File: config.mk
export PLATFORM = sky130hd
export DESIGN_NAME = reorder_buffer
export DESIGN_NICKNAME = d
export VERILOG_FILES = /design/src/rtl/rob_pkg.sv /design/src/rtl/rob_ptr.sv /design/src/rtl/reorder_buffer.sv
export SDC_FILE = /design/constraint.sdc
export NUM_CORES = 2
export LEC_CHECK = 0
export CORE_ASPECT_RATIO = 1.75
export CORE_MARGIN = 5
export CORE_UTILIZATION = 55
export DETAILED_ROUTE_END_ITERATION = 6
export GPL_TIMING_DRIVEN = 0
export PLACE_DENSITY = 0.8
export RECOVER_POWER = 50
export SLEW_MARGIN = 5
export SYNTH_ARGS = -nofsm -noshare
export SYNTH_HDL_FRONTEND = slang
export SYNTH_HIERARCHICAL = 1
export SYNTH_SLANG_ARGS = --single-unit
File: constraint.sdc
create_clock -name clk_in -period 5.35 [get_ports clk_in]
set_input_delay 1.605 -clock clk_in [delete_from_list [all_inputs] [get_ports clk_in]]
set_output_delay 1.605 -clock clk_in [all_outputs]
set_load 0.01 [all_outputs]
File: src/rtl/rob_pkg.sv
// Shared ROB types and default widths.
// Imported by the ROB, issue stage and reservation stations.
package rob_pkg;

  localparam int ROB_WIDTH_DEF  = 4;
  localparam int REG_WIDTH_DEF  = 5;
  localparam int DATA_WIDTH_DEF = 32;

  typedef struct packed {
    logic                      busy;
    logic                      ready;
    logic [REG_WIDTH_DEF-1:0]  rd_id;
    logic [DATA_WIDTH_DEF-1:0] data;
  } rob_entry_t;

endpackage

File: src/rtl/rob_ptr.sv
// Wrapping pointer with increment enable and clear.
// Ports: clk_in, rst_n_in (sync, low), clr_in, en_in, ptr_o.
module rob_ptr #(
  parameter int W = 4
) (
  input  logic         clk_in,
  input  logic         rst_n_in,
  input  logic         clr_in,
  input  logic         en_in,
  output logic [W-1:0] ptr_o
);

  logic [W-1:0] ptr_q, ptr_d;

  always_comb begin
    ptr_d = ptr_q;
    if (clr_in)
      ptr_d = '0;
    else if (en_in)
      ptr_d = ptr_q + W'(1);
  end

  always_ff @(posedge clk_in) begin
    if (!rst_n_in)
      ptr_q <= '0;
    else
      ptr_q <= ptr_d;
  end

  assign ptr_o = ptr_q;

endmodule

File: src/rtl/reorder_buffer.sv
// Circular reorder buffer: tag allocation, CDB capture,
// in-order commit port and operand readiness lookups.
module reorder_buffer
  import rob_pkg::*;
#(
  parameter int ROB_WIDTH  = ROB_WIDTH_DEF,
  parameter int REG_WIDTH  = REG_WIDTH_DEF,
  parameter int DATA_WIDTH = DATA_WIDTH_DEF
) (
  input  logic                  clk_in,
  input  logic                  rst_n_in,
  input  logic                  rdy_in,
  input  logic                  issue_valid,
  input  logic [REG_WIDTH-1:0]  issue_rd_id,
  output logic                  issue_ready,
  output logic [ROB_WIDTH-1:0]  issue_tag,
  input  logic                  wb_valid,
  input  logic [ROB_WIDTH-1:0]  wb_tag,
  input  logic [DATA_WIDTH-1:0] wb_data,
  input  logic [ROB_WIDTH-1:0]  query_tag_1,
  input  logic [ROB_WIDTH-1:0]  query_tag_2,
  output logic                  query_ready_1,
  output logic                  query_ready_2,
  output logic [DATA_WIDTH-1:0] query_data_1,
  output logic [DATA_WIDTH-1:0] query_data_2,
  input  logic                  flush_in,
  output logic                  rob_commit_signal,
  output logic [REG_WIDTH-1:0]  commit_rd_id,
  output logic [DATA_WIDTH-1:0] commit_rd_data,
  output logic [ROB_WIDTH-1:0]  commit_rd_tag,
  output logic                  rob_empty
);

  localparam int DEPTH = 1 << ROB_WIDTH;
  localparam logic [ROB_WIDTH:0] FULL_CNT =
    {1'b1, {ROB_WIDTH{1'b0}}};

  logic [DEPTH-1:0]      busy_q, busy_d;
  logic [DEPTH-1:0]      ready_q, ready_d;
  logic [REG_WIDTH-1:0]  rd_q   [DEPTH];
  logic [REG_WIDTH-1:0]  rd_d   [DEPTH];
  logic [DATA_WIDTH-1:0] data_q [DEPTH];
  logic [DATA_WIDTH-1:0] data_d [DEPTH];
  logic [ROB_WIDTH:0]    count_q, count_d;

  logic                  cv_q, cv_d;
  logic [REG_WIDTH-1:0]  crd_q, crd_d;
  logic [DATA_WIDTH-1:0] cdata_q, cdata_d;
  logic [ROB_WIDTH-1:0]  ctag_q, ctag_d;

  logic [ROB_WIDTH-1:0]  head, tail;
  logic full, live;
  logic do_issue, do_wb, do_commit, ptr_clr;
  logic q1_hit, q2_hit;

  assign full      = (count_q == FULL_CNT);
  assign live      = rdy_in & ~flush_in;
  assign do_issue  = live & issue_valid & ~full;
  assign do_wb     = live & wb_valid
                   & busy_q[wb_tag] & ~ready_q[wb_tag];
  assign do_commit = live & busy_q[head] & ready_q[head];
  assign ptr_clr   = rdy_in & flush_in;

  rob_ptr #(.W(ROB_WIDTH)) u_head (
    .clk_in   (clk_in),
    .rst_n_in (rst_n_in),
    .clr_in   (ptr_clr),
    .en_in    (do_commit),
    .ptr_o    (head)
  );

  rob_ptr #(.W(ROB_WIDTH)) u_tail (
    .clk_in   (clk_in),
    .rst_n_in (rst_n_in),
    .clr_in   (ptr_clr),
    .en_in    (do_issue),
    .ptr_o    (tail)
  );

  always_comb begin
    busy_d  = busy_q;
    ready_d = ready_q;
    rd_d    = rd_q;
    data_d  = data_q;
    count_d = count_q;
    cv_d    = cv_q;
    crd_d   = crd_q;
    cdata_d = cdata_q;
    ctag_d  = ctag_q;
    if (rdy_in) begin
      if (flush_in) begin
        busy_d  = '0;
        ready_d = '0;
        count_d = '0;
        cv_d    = 1'b0;
      end else begin
        cv_d = 1'b0;
        if (do_wb) begin
          ready_d[wb_tag] = 1'b1;
          data_d[wb_tag]  = wb_data;
        end
        if (do_commit) begin
          busy_d[head] = 1'b0;
          cv_d         = 1'b1;
          crd_d        = rd_q[head];
          cdata_d      = data_q[head];
          ctag_d       = head;
        end
        // tail never aliases a busy slot unless full,
        // in which case issue is already blocked
        if (do_issue) begin
          busy_d[tail]  = 1'b1;
          ready_d[tail] = 1'b0;
          rd_d[tail]    = issue_rd_id;
          data_d[tail]  = '0;
        end
        count_d = count_q
                + (ROB_WIDTH+1)'(do_issue)
                - (ROB_WIDTH+1)'(do_commit);
      end
    end
  end

  always_ff @(posedge clk_in) begin
    if (!rst_n_in) begin
      busy_q  <= '0;
      ready_q <= '0;
      count_q <= '0;
      cv_q    <= 1'b0;
      crd_q   <= '0;
      cdata_q <= '0;
      ctag_q  <= '0;
      for (int i = 0; i < DEPTH; i++) begin
        rd_q[i]   <= '0;
        data_q[i] <= '0;
      end
    end else begin
      busy_q  <= busy_d;
      ready_q <= ready_d;
      count_q <= count_d;
      cv_q    <= cv_d;
      crd_q   <= crd_d;
      cdata_q <= cdata_d;
      ctag_q  <= ctag_d;
      rd_q    <= rd_d;
      data_q  <= data_d;
    end
  end

  // same-cycle CDB forwarding into operand lookups
  assign q1_hit = wb_valid & (wb_tag == query_tag_1);
  assign q2_hit = wb_valid & (wb_tag == query_tag_2);

  always_comb begin
    query_ready_1 = 1'b0;
    query_data_1  = '0;
    query_ready_2 = 1'b0;
    query_data_2  = '0;
    if (busy_q[query_tag_1]) begin
      query_ready_1 = ready_q[query_tag_1] | q1_hit;
      query_data_1  = q1_hit ? wb_data
                             : data_q[query_tag_1];
    end
    if (busy_q[query_tag_2]) begin
      query_ready_2 = ready_q[query_tag_2] | q2_hit;
      query_data_2  = q2_hit ? wb_data
                             : data_q[query_tag_2];
    end
  end

  assign issue_ready       = ~full;
  assign issue_tag         = tail;
  assign rob_empty         = (count_q == '0);
  assign rob_commit_signal = cv_q;
  assign commit_rd_id      = crd_q;
  assign commit_rd_data    = cdata_q;
  assign commit_rd_tag     = ctag_q;

endmodule
-- Word level (Yosys, flattened, before mapping)
Cells that the tools add are included.
- output and inout port bits: 114
- memory bits (writable): 0
- latch bits: 0
- register bits: 679
- input port bits: 55
- memories kept: 0
- logic and storage cells: 168
- bits in read-only memories: 0
- reduce and logical (&&, ||, !) cells: 10
- multiply operators: 0
- add/subtract/negate cells: 4
- divide/modulo/power cells: 0
- magnitude comparators: 15
- shift operators: 0
- bitwise operators: 30
- mux-type cells: 65
- equality and inequality tests: 3
- operators with widths (cell ; count):
    $mux W512 ; 4
    $and A512 B512 Y512 ; 1
    $bwmux W512 ; 1
    $not A512 Y512 ; 1
    $bmux W32 S4 ; 3
    $mux W32 ; 12
    $demux W32 S4 ; 2
    $mux W16 ; 10
    $bwmux W80 ; 1
    $and A16 B16 Y16 ; 2
    $bmux W1 S4 ; 8
    $not A16 Y16 ; 2
    $or A16 B16 Y16 ; 2
    $ge A5 B5 Y1 const B ; 5
    $lt A4 B5 Y1 const B ; 5
    $not A4 Y5 ; 5
    $bmux W5 S4 ; 1
    $demux W5 S4 ; 1
    $mux W5 ; 4
    $mux W1 ; 15
    $demux W1 S4 ; 3
    $ge A4 B1 Y1 const B ; 3
    $and A1 B1 Y1 ; 11
    $lt A5 B1 Y1 const B ; 2
    12 further kinds ; 23

-- Depth between registers and ports, before layout
- depth in word-level cells: 12
- depth in mapped cells: 19
- mapped depth without buffers: 15

-- Hierarchy
Netlist, hierarchy kept.
- by module, submodules not included (module ; sequential area each (um^2) ; instances ; cells an instance ; area an instance (um^2)):
    reorder_buffer ; 13432.9 ; 1 ; 3265 ; 36512.5
    rob_ptr ; 80.1 ; 2 ; 17 ; 181.4

-- Worst setup path after synthesis
No wires, ideal clock.
- path kind: input to output
- start: in query_tag_1[0]
- end: out query_data_1[21]
- path slack: 0.057 ns
- data arrival time: 3.688 ns
- stages on the path: 7
- buffers on the path: 3
- path through: buf_2 > buf_1 > clkbuf_1 > mux4_2 > mux4_2 > nand2_1 > a21oi_1
- longest elaborated chain between the ends: 6
- elaborated cells between the ends (all ways): 10
- those cells by class: eq/ne: 1; mux: 7; bitwise: 2
- ends and longest elaborated chain (item ; RTL line ; text):
    from (decl) ; reorder_buffer.sv:20 ; input logic [ROB_WIDTH-1:0] query_tag_1,
    $not A4 Y5 (not written as such) ; reorder_buffer.sv:162 ; : data_q[query_tag_1];
    $bmux W32 S4 ; reorder_buffer.sv:162 ;
    $mux W32 (not written as such) (2 in a row) ; reorder_buffer.sv:162 ;
    $mux W32 ; reorder_buffer.sv:161 ; query_data_1 = q1_hit ? wb_data
    $mux W32 * ; reorder_buffer.sv:159 ; if (busy_q[query_tag_1]) begin
    to (decl) ; reorder_buffer.sv:24 ; output logic [DATA_WIDTH-1:0] query_data_1,
Every way passes the cells marked *; elsewhere a longest branch is shown, timed or not. The select of a mux whose other input is x is not followed.

-- Worst setup path after layout
- start: in wb_tag[3]
- end: out query_data_1[9]
- longest elaborated chain between the ends: 4
- ends and longest elaborated chain (item ; RTL line ; text):
    from (decl) ; reorder_buffer.sv:18 ; input logic [ROB_WIDTH-1:0] wb_tag,
    $eq A4 B4 Y1 ; reorder_buffer.sv:151 ; assign q1_hit = wb_valid & (wb_tag == query_tag_1);
    $and A1 B1 Y1 ; reorder_buffer.sv:151 ;
    $mux W32 ; reorder_buffer.sv:161 ;
    $mux W32 ; reorder_buffer.sv:159 ;
No other way between the ends.

==> Implementation_results.wiki <==
{| class="wikitable"
! Metric !! Value
|-
| Run status || finished, violations left
|-
| Violated checks || DRC, setup timing
|-
| Clock input transition at the sequential cells of the worst setup and hold paths || 70 ps
|-
| Placed cell areas || 39,600 sq um
|-
| Kind of start point of the critical path || input port
|-
| Maximum buffer depth of the clock tree || 3
|-
| Largest vdd supply drop || 0.000285 V
|-
| Number of cells on the worst reg-to-reg path || 9
|-
| Pwr/cell area || 245 nW/um^2
|-
| Share of the cycle needed by the critical path after routing || 1.00
|-
| Final Hold Fails || 0
|-
| Number of buffers created by CTS || 59
|-
| Final Cell Area || 42,900 sq um
|-
| Final Wtd Congestion || 1.04
|-
| Number of nets in the layout || 3,615
|-
| Most repeated cell in the gate-level netlist after synthesis || sky130_fd_sc_hd__dfxtp_1
|-
| Flops & latches, synth || 679
|-
| Clock period minus final worst setup slack || 5380 ps
|-
| Worst hold stages || 2
|-
| Number of enable flip-flop cells after synthesis || 0
|-
| Clock tree from TritonCTS || yes
|-
| Antenna violations before repair || 6
|-
| Final number of setup-violating endpoints || 1
|-
| Clk sink count || 679
|-
| Average size of a mapped cell || 11.2 sq um
|-
| Core outline area || 66,500 sq um
|-
| Classification of the worst-slack hold path || register to register
|-
| Number of violations reported at the end of detailed-routing iteration 0 || 6,821
|-
| Nets in the synthesized netlist || 3,363
|-
| Sum of negative setup slack || -26.6 ps
|-
| Source-to-sink clock delay at the later pin of the worst-skew pair || 670 ps
|-
| Synth area leaders || sky130_fd_sc_hd__dfxtp_1, sky130_fd_sc_hd__mux4_2, sky130_fd_sc_hd__a22o_1
|-
| Clock root buffer master || sky130_fd_sc_hd__clkbuf_16
|-
| Number of instances in the synthesized netlist || 3,299
|-
| Wire length of the first global-routing pass || 226,000 microns
|-
| Worst max-slew margin expressed relative to the limit || 0.0315
|-
| Number of fill cells || 4,988
|-
| Static leakage || 15.4 nW
|-
| Reg-to-reg startpoint || u_head/ptr_o[1]
|-
| Capturing point of the worst reg2reg path || commit_rd_data[31]
|-
| WL/cell || 35.4 microns
|-
| Maximum number of pins on one net before global-route repair || 16
|-
| Count of different cell masters after synthesis || 62
|-
| Most used DFF post-synth || sky130_fd_sc_hd__dfxtp_1
|-
| Clock tree skew after final layout || 37.9 ps
|-
| Fraction of synthesized cell area taken by the top area cell type || 0.369
|-
| Critical path data arrival time || 3770 ps
|-
| R2R setup slack || 540 ps
|-
| Std-Cell Rows || 125
|-
| Final design utilization || 0.646
|-
| Post-route DRC violation count || 37
|-
| Via count of the first global-routing pass || 34.5k
|-
| Via density per instance || 7.76
|-
| Share of final-layout standard cells stronger than drive strength 1 || 0.240
|-
| Level count of the clock H-tree || 2
|-
| Relative area change from synthesis to final layout || 16.4%
|-
| Die boundary width || 206 microns
|-
| Transition time at the pin with the least slew margin || 1440 ps
|-
| Top post-synthesis cells by count || sky130_fd_sc_hd__dfxtp_1, sky130_fd_sc_hd__nand2_1, sky130_fd_sc_hd__mux4_2, sky130_fd_sc_hd__a22o_1, sky130_fd_sc_hd__clkbuf_1
|-
| Max Freq || 186 MHz
|-
| Global-route total usage across every layer || 0.427
|-
| Area of the die || 72,500 sq um
|-
| Maximum Capacitance Violations || 0
|-
| ANT nets after route || 0
|-
| Sum of net half-perimeters after detailed placement || 106,000 microns
|-
| Worst Setup Path Type || input port to output pin
|-
| Die outline height || 353 microns
|-
| Pins over their slew limit || 0
|-
| Worst Hold Endpoint || commit_rd_data[27]
|-
| Count of warnings emitted by yosys || 6
|-
| Post-Syn Area || 36,900 sq um
|-
| Number of input and output port buffers inserted || 159
|-
| Setup slack of the critical path after layout || -26.6 ps
|-
| I/O pin count || 169
|-
| Final routed wirelength across all metal layers || 159,000 microns
|-
| Number of detailed-route iterations in the first pass || 7
|-
| Maximum fanout along the worst path || 10
|-
| Sequential-to-total area share from yosys stat || 0.369
|-
| Initial standard-cell utilization of the core || 0.555
|-
| CP Data Required Time || 3740 ps
|-
| Biggest area consumer among synthesized cells || sky130_fd_sc_hd__dfxtp_1
|-
| Vias || 34.8k
|-
| Async set-or-reset flop fraction in the synthesized netlist || 0
|-
| Worst hold start || commit_rd_data[27]
|-
| Capturing element type of the critical path || output pin
|-
| Unrepaired setup endpoints after global routing || yes
|-
| Aggregate global routing overflow || 0
|}
critical path: stages:
cell and delay (ps):
sky130_fd_sc_hd__clkbuf_2 200, sky130_fd_sc_hd__buf_8 220, sky130_fd_sc_hd__xor2_1 180, sky130_fd_sc_hd__nor3_2 250, sky130_fd_sc_hd__and3_4 280, sky130_fd_sc_hd__buf_12 120, sky130_fd_sc_hd__buf_12 110, sky130_fd_sc_hd__clkbuf_8 200
sky130_fd_sc_hd__nand2_1 70, sky130_fd_sc_hd__a21oi_1 220, sky130_fd_sc_hd__dlygate4sd2_1 300
layer usage:
layer,GRT usage,up-vias,part of all wire
li1,-,13191,-
met1,0.459,16237,0.29
met2,0.632,3852,0.43
met3,0.175,1516,0.15
met4,0.392,4,0.13
met5,0.00275,-,0.00020
logic make-up after synthesis:
group / Yosys count / synth area share
flops: 679 / 0.369
buf+inv: 368 / 0.0402
mux: 579 / 0.326
simple gates: 821 / 0.0974
compound gates: 832 / 0.162
fa+ha+maj: 9 / 0.00326
xor+xnor: 11 / 0.00261
flip-flops by register name, summed over array words and instances, names as in the netlist:
register	count
busy_q	16
commit_rd_data	32
commit_rd_id	5
commit_rd_tag	4
count_q	5
data_q	512
rd_q	80
ready_q	16
rob_commit_signal	1
u_head/ptr_o	4
u_tail/ptr_o	4
worst max path at each step:
stage	start	to	slack (ps)	cells after the start
finish	wb_tag[3]	query_data_1[9]	-30	11
global route	rdy_in	count_q[4]	-50	19
CTS	query_tag_1[3]	query_data_1[30]	-110	8
detailed placement	rdy_in	count_q[4]	-2250	19
global placement	rdy_in	count_q[4]	-2770	19
floorplan	query_tag_1[0]	query_data_1[21]	60	7
power by group:
part           internal (W)  switching, W
combinational      0.000293      0.000654
clock               0.00239       0.00212
sequential          0.00505    0.00000370
total               0.00773       0.00278
stage by stage:
step	setup slack [ps]	power (W)	std cells	hold WS, ps
2_1_floorplan	57.2	0.00561	3299	440
3_3_place_gp	-2770	0.00596	4347	443
3_5_place_dp	-2250	0.00596	4348	453
4_1_cts	-109	0.0103	4455	461
5_1_grt	-52.8	0.0106	4481	475
6_report	-26.6	0.0105	4485	459
placed cells by master (no fill, tap or decap), drive strengths merged, types with 80 or more instances in the layout:
cell type,n
clkdlybuf4s50,91
a22o,315
mux4,496
dfxtp,679
buf,137
clkbuf,343
nand2,547
a22oi,80
a21oi,80
o21ai,221
area by class of cell:
cell class | count | area [sq um] | share of cell area
Clock inverter | 24 | 239 | 0.00557
Multi-Input combinational cell | 2252 | 22100 | 0.514
Inverter | 13 | 48.8 | 0.00114
Clock buffer | 78 | 1680 | 0.0391
Antenna cell | 4 | 10.0 | 0.000233
Timing Repair Buffer | 194 | 1880 | 0.0438
Buffer | 352 | 2290 | 0.0534
Sequential cell | 679 | 13600 | 0.317
Tap cell | 889 | 1110 | 0.0259
timing repair:
item / CTS / global route
setup endpoints to repair: 76 / 55
hold buffers: 0 / 0
buffers inserted: 7 / 27
gates resized for setup: 447 / 96
pin swaps: 12 / 19
No activity file was read; power rests on OpenSTA's default activity.
